$ cat config.mk
export PLATFORM = sky130hd
export DESIGN_NAME = cipher_uart_tx
export DESIGN_NICKNAME = d
export VERILOG_FILES = /design/src/rtl/cipher_pkg.sv /design/src/rtl/sync_fifo.sv /design/src/rtl/cipher_uart_tx.sv
export SDC_FILE = /design/constraint.sdc
export NUM_CORES = 1
export LEC_CHECK = 0
export CAP_MARGIN = 30
export CORE_AREA = 2 2 135 137
export DETAILED_ROUTE_END_ITERATION = 10
export DIE_AREA = 0 0 137 139
export GPL_ROUTABILITY_DRIVEN = 0
export PLACE_DENSITY = 0.71
export SYNTH_ARGS = -nofsm -noshare
export SYNTH_HDL_FRONTEND = slang
export SYNTH_SLANG_ARGS = --single-unit
$ cat constraint.sdc
create_clock -name clk -period 2.6 [get_ports clk]
set_input_delay 0.52 -clock clk [delete_from_list [all_inputs] [get_ports clk]]
set_output_delay 0.52 -clock clk [all_outputs]
set_load 0.005 [all_outputs]
$ cat src/rtl/cipher_pkg.sv
// Shared types and constants for the cipher UART output stage.
package cipher_pkg;

  // Transmitter FSM states, in frame order.
  typedef enum logic [1:0] {
    ST_IDLE,
    ST_START,
    ST_DATA,
    ST_STOP
  } uart_state_t;

  // Line levels and frame geometry for 8N1.
  localparam logic UART_START_BIT = 1'b0;
  localparam logic UART_STOP_BIT  = 1'b1;
  localparam int   UART_DATA_BITS = 8;

  // 100 MHz system clock at 115200 baud.
  localparam int   CLKS_PER_BIT_DEFAULT = 868;

endpackage

$ cat src/rtl/sync_fifo.sv
// Single-clock FIFO with registered occupancy count; full/empty derive from it.
module sync_fifo #(
  parameter int WIDTH = 9,
  parameter int DEPTH = 16
) (
  input  logic                       clk,
  input  logic                       rst_n,
  input  logic                       i_wr_en,
  input  logic [WIDTH-1:0]           i_wr_data,
  input  logic                       i_rd_en,
  output logic [WIDTH-1:0]           o_rd_data,
  output logic                       o_full,
  output logic                       o_empty,
  output logic [$clog2(DEPTH):0]     o_count
);

  localparam int PTR_W = $clog2(DEPTH);
  localparam int CNT_W = PTR_W + 1;

  logic [WIDTH-1:0] r_mem [DEPTH];
  logic [PTR_W-1:0] r_wr_ptr;
  logic [PTR_W-1:0] r_rd_ptr;
  logic [CNT_W-1:0] r_count;

  logic w_push;
  logic w_pop;

  // Writes while full and reads while empty are ignored.
  assign w_push    = i_wr_en && !o_full;
  assign w_pop     = i_rd_en && !o_empty;
  assign o_full    = (r_count == CNT_W'(DEPTH));
  assign o_empty   = (r_count == '0);
  assign o_count   = r_count;
  assign o_rd_data = r_mem[r_rd_ptr];

  // Pointer and count bookkeeping; simultaneous push and pop keep the count.
  // NOTE: sequential state uses non-blocking assignments so every register
  // samples pre-edge values, independent of block evaluation order.
  always_ff @(posedge clk or negedge rst_n) begin
    if (!rst_n) begin
      r_wr_ptr <= '0;
      r_rd_ptr <= '0;
      r_count  <= '0;
    end else begin
      if (w_push) r_wr_ptr <= r_wr_ptr + PTR_W'(1);
      if (w_pop)  r_rd_ptr <= r_rd_ptr + PTR_W'(1);
      case ({w_push, w_pop})
        2'b10:   r_count <= r_count + CNT_W'(1);
        2'b01:   r_count <= r_count - CNT_W'(1);
        default: r_count <= r_count;
      endcase
    end
  end

  // Storage array write port.
  // NOTE: the memory is deliberately left out of reset; empty/full come from
  // the reset count, so stale contents are never observed, and a reset-free
  // array maps onto plain RAM/LUTRAM.
  always_ff @(posedge clk) begin
    if (w_push) r_mem[r_wr_ptr] <= i_wr_data;
  end

endmodule

$ cat src/rtl/cipher_uart_tx.sv
// Buffers encrypted bytes and sends them as 8N1 UART frames; flags the end
// of a message once its last-tagged byte has fully left the pin.
module cipher_uart_tx
  import cipher_pkg::*;
#(
  parameter int CLKS_PER_BIT = CLKS_PER_BIT_DEFAULT,
  parameter int FIFO_DEPTH   = 16
) (
  input  logic       clk,
  input  logic       rst_n,
  input  logic [7:0] din,
  input  logic       din_valid,
  input  logic       din_last,
  output logic       din_ready,
  output logic       tx,
  output logic       busy,
  output logic       fifo_full,
  output logic       overflow,
  output logic       tx_done
);

  localparam int BAUD_W = $clog2(CLKS_PER_BIT);
  localparam int CNT_W  = $clog2(FIFO_DEPTH) + 1;
  localparam logic [BAUD_W-1:0] BAUD_MAX = BAUD_W'(CLKS_PER_BIT - 1);
  localparam logic [2:0]        LAST_BIT = 3'(UART_DATA_BITS - 1);

  uart_state_t       r_state;
  logic [BAUD_W-1:0] r_baud;
  logic [2:0]        r_bit_idx;
  logic [7:0]        r_shift;
  logic              r_last;
  logic              r_tx;
  logic              r_tx_done;
  logic              r_overflow;

  logic              w_full;
  logic              w_empty;
  logic [CNT_W-1:0]  w_count;
  logic [8:0]        w_fifo_data;
  logic              w_push;
  logic              w_pop;
  logic              w_bit_end;
  logic              w_stop_end;

  assign w_push     = din_valid && !w_full;
  assign w_bit_end  = (r_baud == BAUD_MAX);
  assign w_stop_end = (r_state == ST_STOP) && w_bit_end;
  // Pop from idle, or straight out of a finishing stop bit for gapless frames.
  assign w_pop      = !w_empty && ((r_state == ST_IDLE) || w_stop_end);

  sync_fifo #(
    .WIDTH (9),
    .DEPTH (FIFO_DEPTH)
  ) u_fifo (
    .clk       (clk),
    .rst_n     (rst_n),
    .i_wr_en   (din_valid),
    .i_wr_data ({din_last, din}),
    .i_rd_en   (w_pop),
    .o_rd_data (w_fifo_data),
    .o_full    (w_full),
    .o_empty   (w_empty),
    .o_count   (w_count)
  );

  assign din_ready = !w_full;
  assign fifo_full = w_full;
  assign tx        = r_tx;
  assign busy      = (r_state != ST_IDLE) || (w_count != '0);
  assign overflow  = r_overflow;
  assign tx_done   = r_tx_done;

  // Frame sequencer: baud counter, bit index, shift register and the tx line.
  always_ff @(posedge clk or negedge rst_n) begin
    if (!rst_n) begin
      r_state   <= ST_IDLE;
      r_baud    <= '0;
      r_bit_idx <= '0;
      r_shift   <= '0;
      r_last    <= 1'b0;
      r_tx      <= UART_STOP_BIT;
    end else begin
      case (r_state)
        ST_IDLE: begin
          r_tx <= UART_STOP_BIT;
          if (w_pop) begin
            r_shift <= w_fifo_data[7:0];
            r_last  <= w_fifo_data[8];
            r_baud  <= '0;
            r_tx    <= UART_START_BIT;
            r_state <= ST_START;
          end
        end
        ST_START: begin
          if (w_bit_end) begin
            r_baud    <= '0;
            r_bit_idx <= '0;
            r_tx      <= r_shift[0];
            r_state   <= ST_DATA;
          end else begin
            r_baud <= r_baud + BAUD_W'(1);
          end
        end
        ST_DATA: begin
          if (w_bit_end) begin
            r_baud  <= '0;
            r_shift <= {1'b0, r_shift[7:1]};
            if (r_bit_idx == LAST_BIT) begin
              r_tx    <= UART_STOP_BIT;
              r_state <= ST_STOP;
            end else begin
              r_bit_idx <= r_bit_idx + 3'd1;
              r_tx      <= r_shift[1];
            end
          end else begin
            r_baud <= r_baud + BAUD_W'(1);
          end
        end
        ST_STOP: begin
          if (w_bit_end) begin
            r_baud <= '0;
            if (w_pop) begin
              r_shift <= w_fifo_data[7:0];
              r_last  <= w_fifo_data[8];
              r_tx    <= UART_START_BIT;
              r_state <= ST_START;
            end else begin
              r_tx    <= UART_STOP_BIT;
              r_state <= ST_IDLE;
            end
          end else begin
            r_baud <= r_baud + BAUD_W'(1);
          end
        end
        default: begin
          r_tx    <= UART_STOP_BIT;
          r_state <= ST_IDLE;
        end
      endcase
    end
  end

  // Message-complete flag: a new accepted byte starts a new message and wins.
  always_ff @(posedge clk or negedge rst_n) begin
    if (!rst_n) begin
      r_tx_done <= 1'b0;
    end else if (w_push) begin
      r_tx_done <= 1'b0;
    end else if (w_stop_end && r_last) begin
      r_tx_done <= 1'b1;
    end
  end

  // Sticky drop indicator for bytes offered while the FIFO is full.
  always_ff @(posedge clk or negedge rst_n) begin
    if (!rst_n) begin
      r_overflow <= 1'b0;
    end else if (din_valid && w_full) begin
      r_overflow <= 1'b1;
    end
  end

endmodule

# --- After elaboration in Yosys (flattened, before gate mapping) ---
# Memories as Yosys holds them, arrays and structs flattened.
# Index checks and enable logic that the tools add are counted.
totals:
  register_bits: 40
  ramBits: 144
  in_bits: 12
  out_inout_bits: 6
  wordCells: 89
  mem_count: 1
mem_list:
  columns: ["name", "words", "word_bits", "rd", "rd_ports_with_merged_regs", "wr", "line_no", "text"]
  rows:
  - ["u_fifo.r_mem", 16, 9, 1, 0, 1, "sync_fifo.sv:20", "logic [WIDTH-1:0] r_mem [DEPTH];"]
op_classes:
  addsub: 6
  n_eq_ne: 14
  n_mux: 32
  n_reduce_logical: 25
op_table:
  columns: ["operator", "count"]
  rows:
  - ["$mux W8", 3]
  - ["$pmux W8 S3", 1]
  - ["$mux W10", 2]
  - ["$pmux W10 S2", 1]
  - ["$mux W1", 12]
  - ["$add A10 B1 Y10 const B", 1]
  - ["$eq A10 B10 Y1 const B", 1]
  - ["$mux W2", 5]
  - ["$ne A2 B2 Y1 const B", 5]
  - ["$pmux W5 S2", 1]
  - ["$reduce_bool A2 Y1", 5]
  - ["$mux W3", 3]
  - ["$add A4 B1 Y4 const B", 2]
  - ["$pmux W2 S4", 1]
  - ["$eq A2 B2 Y1 const B", 3]
  - ["$logic_and A1 B1 Y1", 6]
  - ["$pmux W3 S2", 1]
  - ["$reduce_and A3 Y1", 2]
  - ["$add A5 B1 Y5 const B", 1]
  - ["$eq A5 B5 Y1 const B", 1]
  - ["$logic_not A5 Y1", 1]
  - ["$reduce_and A5 Y1", 1]
  - ["$reduce_bool A5 Y1", 1]
  - ["$sub A5 B1 Y5 const B", 1]
  - ["other kinds (13)", 16]

# --- Depth between registers and ports, before layout ---
# Gate-level depths: netlist (run 1).
logic_depth:
  depth_word: 7
  ltp_mapped: 12
  depth_no_buf: 11

# --- By module ---
# From an unflattened synthesis (run 1), not the netlist that was laid out.
hier_totals:
  cells_unflattened: 521
  hier_area_um2: 8057.7
by_module_without_submodules:
  columns: ["mod", "instances", "cells_each", "area_per_inst_um2", "seq_area_each_um2"]
  rows:
  - ["sync_fifo", 1, 361, 6416.2, 4649.5]
  - ["cipher_uart_tx", 1, 160, 1641.6, 676.9]

# --- Worst setup path before layout (run 1) ---
# Ideal clock, no wire load.
synth_path:
  path_kind: "register to register"
  startpoint: "reg r_baud[0]"
  endpoint: "reg u_fifo.r_count[4] (netlist: u_fifo.o_count[4])"
  setup_time_ns: 0.125
  arrival_ns: 2.568
  required_time_ns: 2.475
  slack_ns: -0.093
  stages_incl_launch_ff: 12
  path_buffers: 0
  period_less_slack_ns: 2.693
  path_cell_list: "dfrtp_1 > ha_1 > and4b_1 > nand4_1 > a21oi_2 > ha_1 > ha_1 > a21o_1 > a21oi_1 > xor2_1 > nor2_1 > xor2_1"
synth_via:
  elab_chain_cells: 7
  word_cells_on_any_way: 9
  cone_classes: "eq/ne (3); mux (1); reduce/logical (5)"
synth_lines:
  columns: ["element", "line_no", "text"]
  rows:
  - ["start, declared", "cipher_uart_tx.sv:28", "logic [BAUD_W-1:0] r_baud;"]
  - ["start signal, assigned", "cipher_uart_tx.sv:101", "r_baud <= r_baud + BAUD_W'(1);"]
  - ["start signal, assigned", "cipher_uart_tx.sv:116", "r_baud <= r_baud + BAUD_W'(1);"]
  - ["start signal, assigned", "cipher_uart_tx.sv:132", "r_baud <= r_baud + BAUD_W'(1);"]
  - ["$eq A10 B10 Y1 (*)", "cipher_uart_tx.sv:46", "assign w_bit_end = (r_baud == BAUD_MAX);"]
  - ["$logic_and A1 B1 Y1 (*)", "cipher_uart_tx.sv:47", "assign w_stop_end = (r_state == ST_STOP) && w_bit_end;"]
  - ["$logic_or A1 B1 Y1 (*)", "cipher_uart_tx.sv:49", "assign w_pop = !w_empty && ((r_state == ST_IDLE) || w_stop_end);"]
  - ["$logic_and A1 B1 Y1 (*)", "cipher_uart_tx.sv:49", null]
  - ["$logic_and A1 B1 Y1 (*)", "sync_fifo.sv:30", "assign w_pop = i_rd_en && !o_empty;"]
  - ["via u_fifo.w_pop", "sync_fifo.sv:26", "logic w_pop;"]
  - ["$eq A2 B1 Y1 or $eq A2 B2 Y1 (tied branches)", "sync_fifo.sv:47", "case ({w_push, w_pop})"]
  - ["$pmux W5 S2 or $reduce_bool A2 Y1 (tied branches)", null, null]
  - ["end signal, assigned", "sync_fifo.sv:48", "2'b10: r_count <= r_count + CNT_W'(1);"]
  - ["end signal, assigned", "sync_fifo.sv:49", "2'b01: r_count <= r_count - CNT_W'(1);"]
  - ["end signal, assigned", "sync_fifo.sv:50", "default: r_count <= r_count;"]
  - ["end, declared", "sync_fifo.sv:23", "logic [CNT_W-1:0] r_count;"]
# Mark *: on every way through the listed nets, which the timed path passes. The rest lies on a longest branch.
# A chain may end at the register's enable or synchronous reset.

# --- Worst setup path in the final report (run 1) ---
layout_path:
  startpoint: "reg r_baud[2]"
  endpoint: "reg u_fifo.r_count[4] (netlist: u_fifo.o_count[4])"
# Same word-level chain as after synthesis.

==> results of run 1 <==
==> placed cells by master (no fill, tap or decap), types with 3 or more instances in the layout <==
cell type / count
nand4_1: 3
clkdlybuf4s50_1: 15
a221oi_1: 7
o31ai_1: 3
nand2b_1: 11
mux2_2: 12
mux2i_1: 18
xnor2_1: 6
inv_8: 4
a21oi_1: 6
buf_12: 3
dfrtp_1: 38
xor2_1: 6
a21o_1: 3
nor2_1: 27
nand3_1: 5
a22o_1: 4
o21ai_0: 28
a221o_1: 5
clkbuf_16: 17
inv_1: 15
ha_1: 17
mux4_2: 13
nand2_1: 26
a31oi_1: 8
nor3_1: 7
clkinvlp_4: 3
clkinv_4: 4
buf_4: 40
mux4_1: 18
edfxtp_1: 144
==> area by class of cell <==
class	count	area (sq um)	share of cell area
Multi-Input combinational cell	262	2440	0.264
Sequential cell	184	5330	0.578
Inverter	16	60.1	0.00652
Clock inverter	15	140	0.0152
Tap cell	229	287	0.0311
Clock buffer	17	425	0.0462
Timing Repair Buffer	61	538	0.0584
==> worst max-delay path: cells and delay by family (launching register included) <==
kind,cells,cell delay [ps]
simple gates,3,580
fa+ha+maj,2,490
compound gates,3,530
flops,1,450
xor+xnor,2,290
==> sequential cells by signal, indices dropped and copies added (netlist names) <==
register	flops
r_shift	8
tx_done	1
r_last	1
r_bit_idx	3
tx	1
u_fifo.r_mem	144
r_state	2
r_baud	10
u_fifo.r_rd_ptr	4
u_fifo.r_wr_ptr	4
overflow	1
u_fifo.o_count	5
==> kinds of logic after synthesis <==
kind of cell,count (synthesis),synth area share
xor+xnor,12,0.0132
fa+ha+maj,19,0.0308
flops,184,0.668
mux,62,0.137
buf+inv,36,0.0306
compound gates,75,0.0631
simple gates,94,0.0568
==> final timing paths <==
check	end	slack (ps)	cells after the start
min	r_baud[9]	420	2
max	u_fifo.o_count[4]	140	10
min reg2reg	overflow	470	1
max in group asynchronous	tx	1710	3
min in group clk	overflow	470	1
max reg2reg	u_fifo.o_count[4]	140	10
==> stage by stage <==
step | std cells | power [uW] | area (sq um) | hold WS, ps | worst slack (ps)
global route | 784 | 10400 | 9210 | 434 | 9.40
finish | 784 | 9820 | 9210 | 425 | 142
CTS | 780 | 9890 | 9160 | 257 | 0.306
detailed placement | 748 | 7440 | 8580 | 452 | 23.8
floorplan | 482 | 6510 | 7990 | 224 | 13.4
global placement | 748 | 7330 | 8580 | 438 | 49.5
==> power by group through the flow <==
| stage | logic (uW) | registers (uW) | clock network (uW) |
|---|---|---|---|
| floorplan | 2620 | 3900 | 0 |
| global placement | 3170 | 4160 | 0 |
| detailed placement | 3250 | 4190 | 0 |
| CTS | 3280 | 4140 | 2470 |
| global route | 3600 | 4200 | 2590 |
| finish | 3280 | 4130 | 2420 |
==> repair_timing <==
item / CTS / global route
hold buffers: 0 / 1
pin swaps: 0 / 2
resized for setup: 2 / 4
endpoints found under the setup margin: 1 / 4
endpoints found under the hold margin: 0 / 2
setup buffers: 0 / 2
==> layer usage <==
metal	track usage	up-vias
li1	-	2009
met1	0.207	2243
met2	0.279	99
met3	0.0300	32
met4	0.0695	0
met5	0	-
==> metrics.txt, run 1 <==
status completed; area leader, netlist edfxtp_1; worst skew pair latency 430 ps; initial core utilization 0.452; Via density approximately 5.6; drt drc 0; M1 WL about 6200 um; Max FO, Critical Path 7; Seq/Total Area, Yosys 0.668; CTS root buf clkbuf_16; CTS Buffer Depth 2; startpoint types register; first-pass GRT wire length between 20000 and 25000 um; share of power burned in registers 0.420; Placeable Area 17700 sq um; CTS Buf Count 17; RSZ-0062 raised after global routing false; delay of the slowest cell on the worst path approximately 450 ps; met2 wire len approximately 7400 um; Critical Path AT 2770 ps; part of the cycle the worst path needs 0.945; post-DR wirelength/cell approximately 19 um; DR iter-0 viols between 200 and 300; max_cap viols 0; Synth Warn # 0; DIE WIDTH 137 um; mapped cell area roughly 8000 sq um; Final nets approximately 570; Num Clock Sinks around 180; sw frac 0.324; DRT Wirelength between 10000 and 15000 um; Port Buffers 17; Synthesized Nets between 500 and 600; layout cells sized above 1 0.207; top routing layer used met4; number of fill cells ~1400; GRT Util Overall 0.165; Final HPWL DP around 9900 um; FFs w/ async S/R, synth 0.217; P_int about 6600 uW; skew final around 5.3 ps; antenna viol nets, final 0; TritonRoute pass-1 iters 4; final hold vios 0; setup TNS 0 ps; CTS tree done; FF+latch count, synth approximately 180; Synth Instances a little under 500; most used cell, CP xor2_1; initial antenna violation count 0; CTS H-tree depth 4; Leak 0.00337 uW; Post-synth EDFFs approximately 140; post-synthesis cell type count 55; Final Max Slew Viols 0; Ports 18; Area Overhead vs Synth 15.6%; Antenna diodes 0; syn avg cell area approximately 17 sq um; worst r2r src r_baud[2]; synth top area cells edfxtp_1, dfrtp_1, mux4_1, mux4_2, ha_1; Sw Pwr ~3200 uW; Max Fclk about 410 MHz; share of the synthesized area in the top cell type 0.542; Crit. Startpoint r_baud[2]; CP Data Required Time approximately 2900 ps; cell row count between 40 and 50; largest net degree at the start of global routing between 40 and 50; Hold WC Path Type primary input to async pin; Final setup viols 0; PwrDens 1070 nW/um^2; slew margin rel. 0.435; worst vdd ir about 600 uV; Worst path slowest cell dfrtp_1; GRT overflow 0; most frequent cells after synthesis edfxtp_1, dfrtp_1, nor2_1, o21ai_0, nand2_1; vias in the first global route roughly 4600; via count 4383; cell with the most instances after synthesis edfxtp_1; die area 19000 sq um; Gate power share 0.334; Worst setup EP type register; cells along the critical path nor3_1, nand4_1, a21oi_4, ha_2, ha_1, a21o_1, a21oi_2, xor2_1, nor2_1, xor2_1; clock power share 0.246; WL met3 around 610 um; critical path type register to register; fin util 0.522; worst slew pin tran 847 ps; Die Y around 140 um; prevailing post-synth register cell edfxtp_1; clk slew on worst S/H paths 70 ps; Min Clock Period, post-route between 2000 and 2500 ps
Power figures use the tool's default switching activity.
==> run 2, diff against run 1 <==
--- a/config.mk
+++ b/config.mk
@@ -11,6 +11,7 @@
 export DIE_AREA = 0 0 137 139
 export GPL_ROUTABILITY_DRIVEN = 0
 export PLACE_DENSITY = 0.71
+export SETUP_SLACK_MARGIN = 0.02
 export SYNTH_ARGS = -nofsm -noshare
 export SYNTH_HDL_FRONTEND = slang
 export SYNTH_SLANG_ARGS = --single-unit
==> metrics.txt, run 2 (synthesized netlist as in run 1, its figures left out) <==
status completed; die area 19000 sq um (unchanged); post-DR wirelength/cell 19.2 um (+3.2%); CTS Buffer Depth 2 (unchanged); part of the cycle the worst path needs 0.953 (+0.00760); Largest regs u_fifo.r_mem (144), r_baud (10), r_shift (8); CTS Buf Count 17 (unchanged); GRT Util Overall 0.171 (+0.00581); Final setup viols 0 (unchanged); Port Buffers 17 (unchanged); Max FO, Critical Path 4 (-3); Leak 0.00338 uW (+0.37%); Hold WC Path Type primary input to async pin; vias in the first global route 4494 (-1.9%); Num Clock Sinks 184 (unchanged); cell row count 49 (unchanged); PwrDens 1090 nW/um^2 (+2.2%); Area Overhead vs Synth 16.2%; final hold vios 0 (unchanged); area of the multi-input gates 2470 sq um (+1.3%); clk slew on worst S/H paths 70 ps (about the same); skew final 16.8 ps (+11.6 ps); Die Y 139 um (unchanged); CTS tree done; Final nets 572 (-0.17%); hold-fix buffers at CTS 0 (unchanged); CTS root buf clkbuf_16; cells along the critical path ha_2, and4b_2, nand4_1, a21oi_4, ha_4, buf_4, ha_1, a21o_1, a21oi_2, xor2_1, o21ai_1; Final Max Slew Viols 0 (unchanged); via count 4401 (+0.41%); delay of the slowest cell on the worst path 400 ps (-50 ps); Reg area 5330 sq um (about the same); Worst setup EP type register; number of fill cells 1392 (+0.22%); DIE WIDTH 137 um (unchanged); drt drc 0 (unchanged); fin util 0.525 (+0.00291); Power, Total 10100 uW (+2.8%); Placeable Area 17700 sq um (unchanged); Worst path slowest cell dfrtp_1; startpoint types register; Largest register FFs 144 (unchanged); slew margin rel. 0.569 (+0.133); worst skew pair latency 430 ps (about the same); Critical Path AT 2780 ps (about the same); worst vdd ir 535 uV (-13%); DR iter-0 viols 379 (+33%); critical path type register to register; commonest non-fill, non-tap cell in the layout edfxtp_1; DRT Wirelength 15000 um (+3.1%); antenna viol nets, final 0 (unchanged); initial antenna violation count 0 (unchanged); RSZ-0062 raised after global routing true; layout cells sized above 1 0.222 (+0.0148); Final HPWL DP 10200 um (+2.6%); CTS H-tree depth 4 (unchanged); worst slew pin tran 643 ps (-204 ps); first-pass GRT wire length 24200 um (+1.9%); CP Data Required Time 2910 ps (about the same); initial core utilization 0.452 (unchanged); Antenna diodes 0 (unchanged); max_cap viols 0 (unchanged); setup TNS 0 ps (unchanged); largest net degree at the start of global routing 41 (unchanged); delay-heaviest family, CP compound AO/OA/AOI/OAI gates; GRT overflow 0 (unchanged); worst path bufs/invs 1 (+1); Biggest register u_fifo.r_mem; Max Fclk 404 MHz (-0.80%); Ports 18 (unchanged); TritonRoute pass-1 iters 5 (+1); most frequent cells in the layout edfxtp_1, buf_4, dfrtp_1; Min Clock Period, post-route 2480 ps (+19.8 ps); Via density 5.62 (+0.54%)
run 2: cell types whose count changed in the layout (fill, tap and decap cells not counted), moves of 2 or more:
cell        delta
ha_4           +2
clkinv_8       +2
ha_1           -2
clkinv_4       -2
dfrtp_2        +3
clkinvlp_4     -3
buf_4          +2
inv_6          +3
dfrtp_1        -3
buf_12         -2
run 2: final cells by class:
cell class / instances / share of cell area
multi-input combinational: 262 / 0.266
sequential: 184 / 0.575
tap: 229 / 0.0309
clock buffer: 17 / 0.0459
inverter: 16 / 0.00648
timing repair buffer: 60 / 0.0543
clock inverter: 15 / 0.0205
run 2: power breakdown:
group / switching, uW / total [uW] / internal [uW]
Clock: 1210 / 2610 / 1390
Sequential: 393 / 4060 / 3670
Combinational: 1680 / 3430 / 1750
Total: 3290 / 10100 / 6810
run 2: worst register-to-register path, stage by stage, from the launching register on:
cell	delay [ps]
dfrtp_1	400
ha_2	210
and4b_2	230
nand4_1	170
a21oi_4	240
ha_4	190
buf_4	130
ha_1	230
a21o_1	180
a21oi_2	140
xor2_1	160
o21ai_1	80
run 2: timing repair:
action	CTS	global route
cloned	0	0
setup buffers	1	2
setup endpoints to repair	1	3
pin swaps	0	5
gates resized for setup	2	12
run 2: final timing paths:
path / from / end / slack (ps) / cells after the start
setup / recovery: r_baud[0] / u_fifo.o_count[3] / 120 / 11
hold / removal: rst_n / r_baud[3] / 150 / 2
setup reg to reg: r_baud[0] / u_fifo.o_count[3] / 120 / 11
hold reg to reg: overflow / overflow / 460 / 1
max in group asynchronous: rst_n / u_fifo.r_rd_ptr[0] / 2060 / 2
min in group clk: overflow / overflow / 460 / 1
run 2: layer usage:
metal / global-route usage / part of all wire
met5: 0 / 0
met4: 0.0559 / 0.012
met3: 0.0398 / 0.051
met2: 0.294 / 0.53
met1: 0.212 / 0.40
run 2: metrics by stage:
step | setup WS [ps] | std cells | area [sq um] | hold WS [ps]
after floorplan | 60.4 | 482 | 8000 | 224
after global placement | 60.8 | 748 | 8580 | 444
after detailed placement | -4.50 | 748 | 8580 | 445
after CTS | 33.1 | 781 | 9210 | 162
after global routing | -8.96 | 783 | 9270 | 187
final | 123 | 783 | 9270 | 151
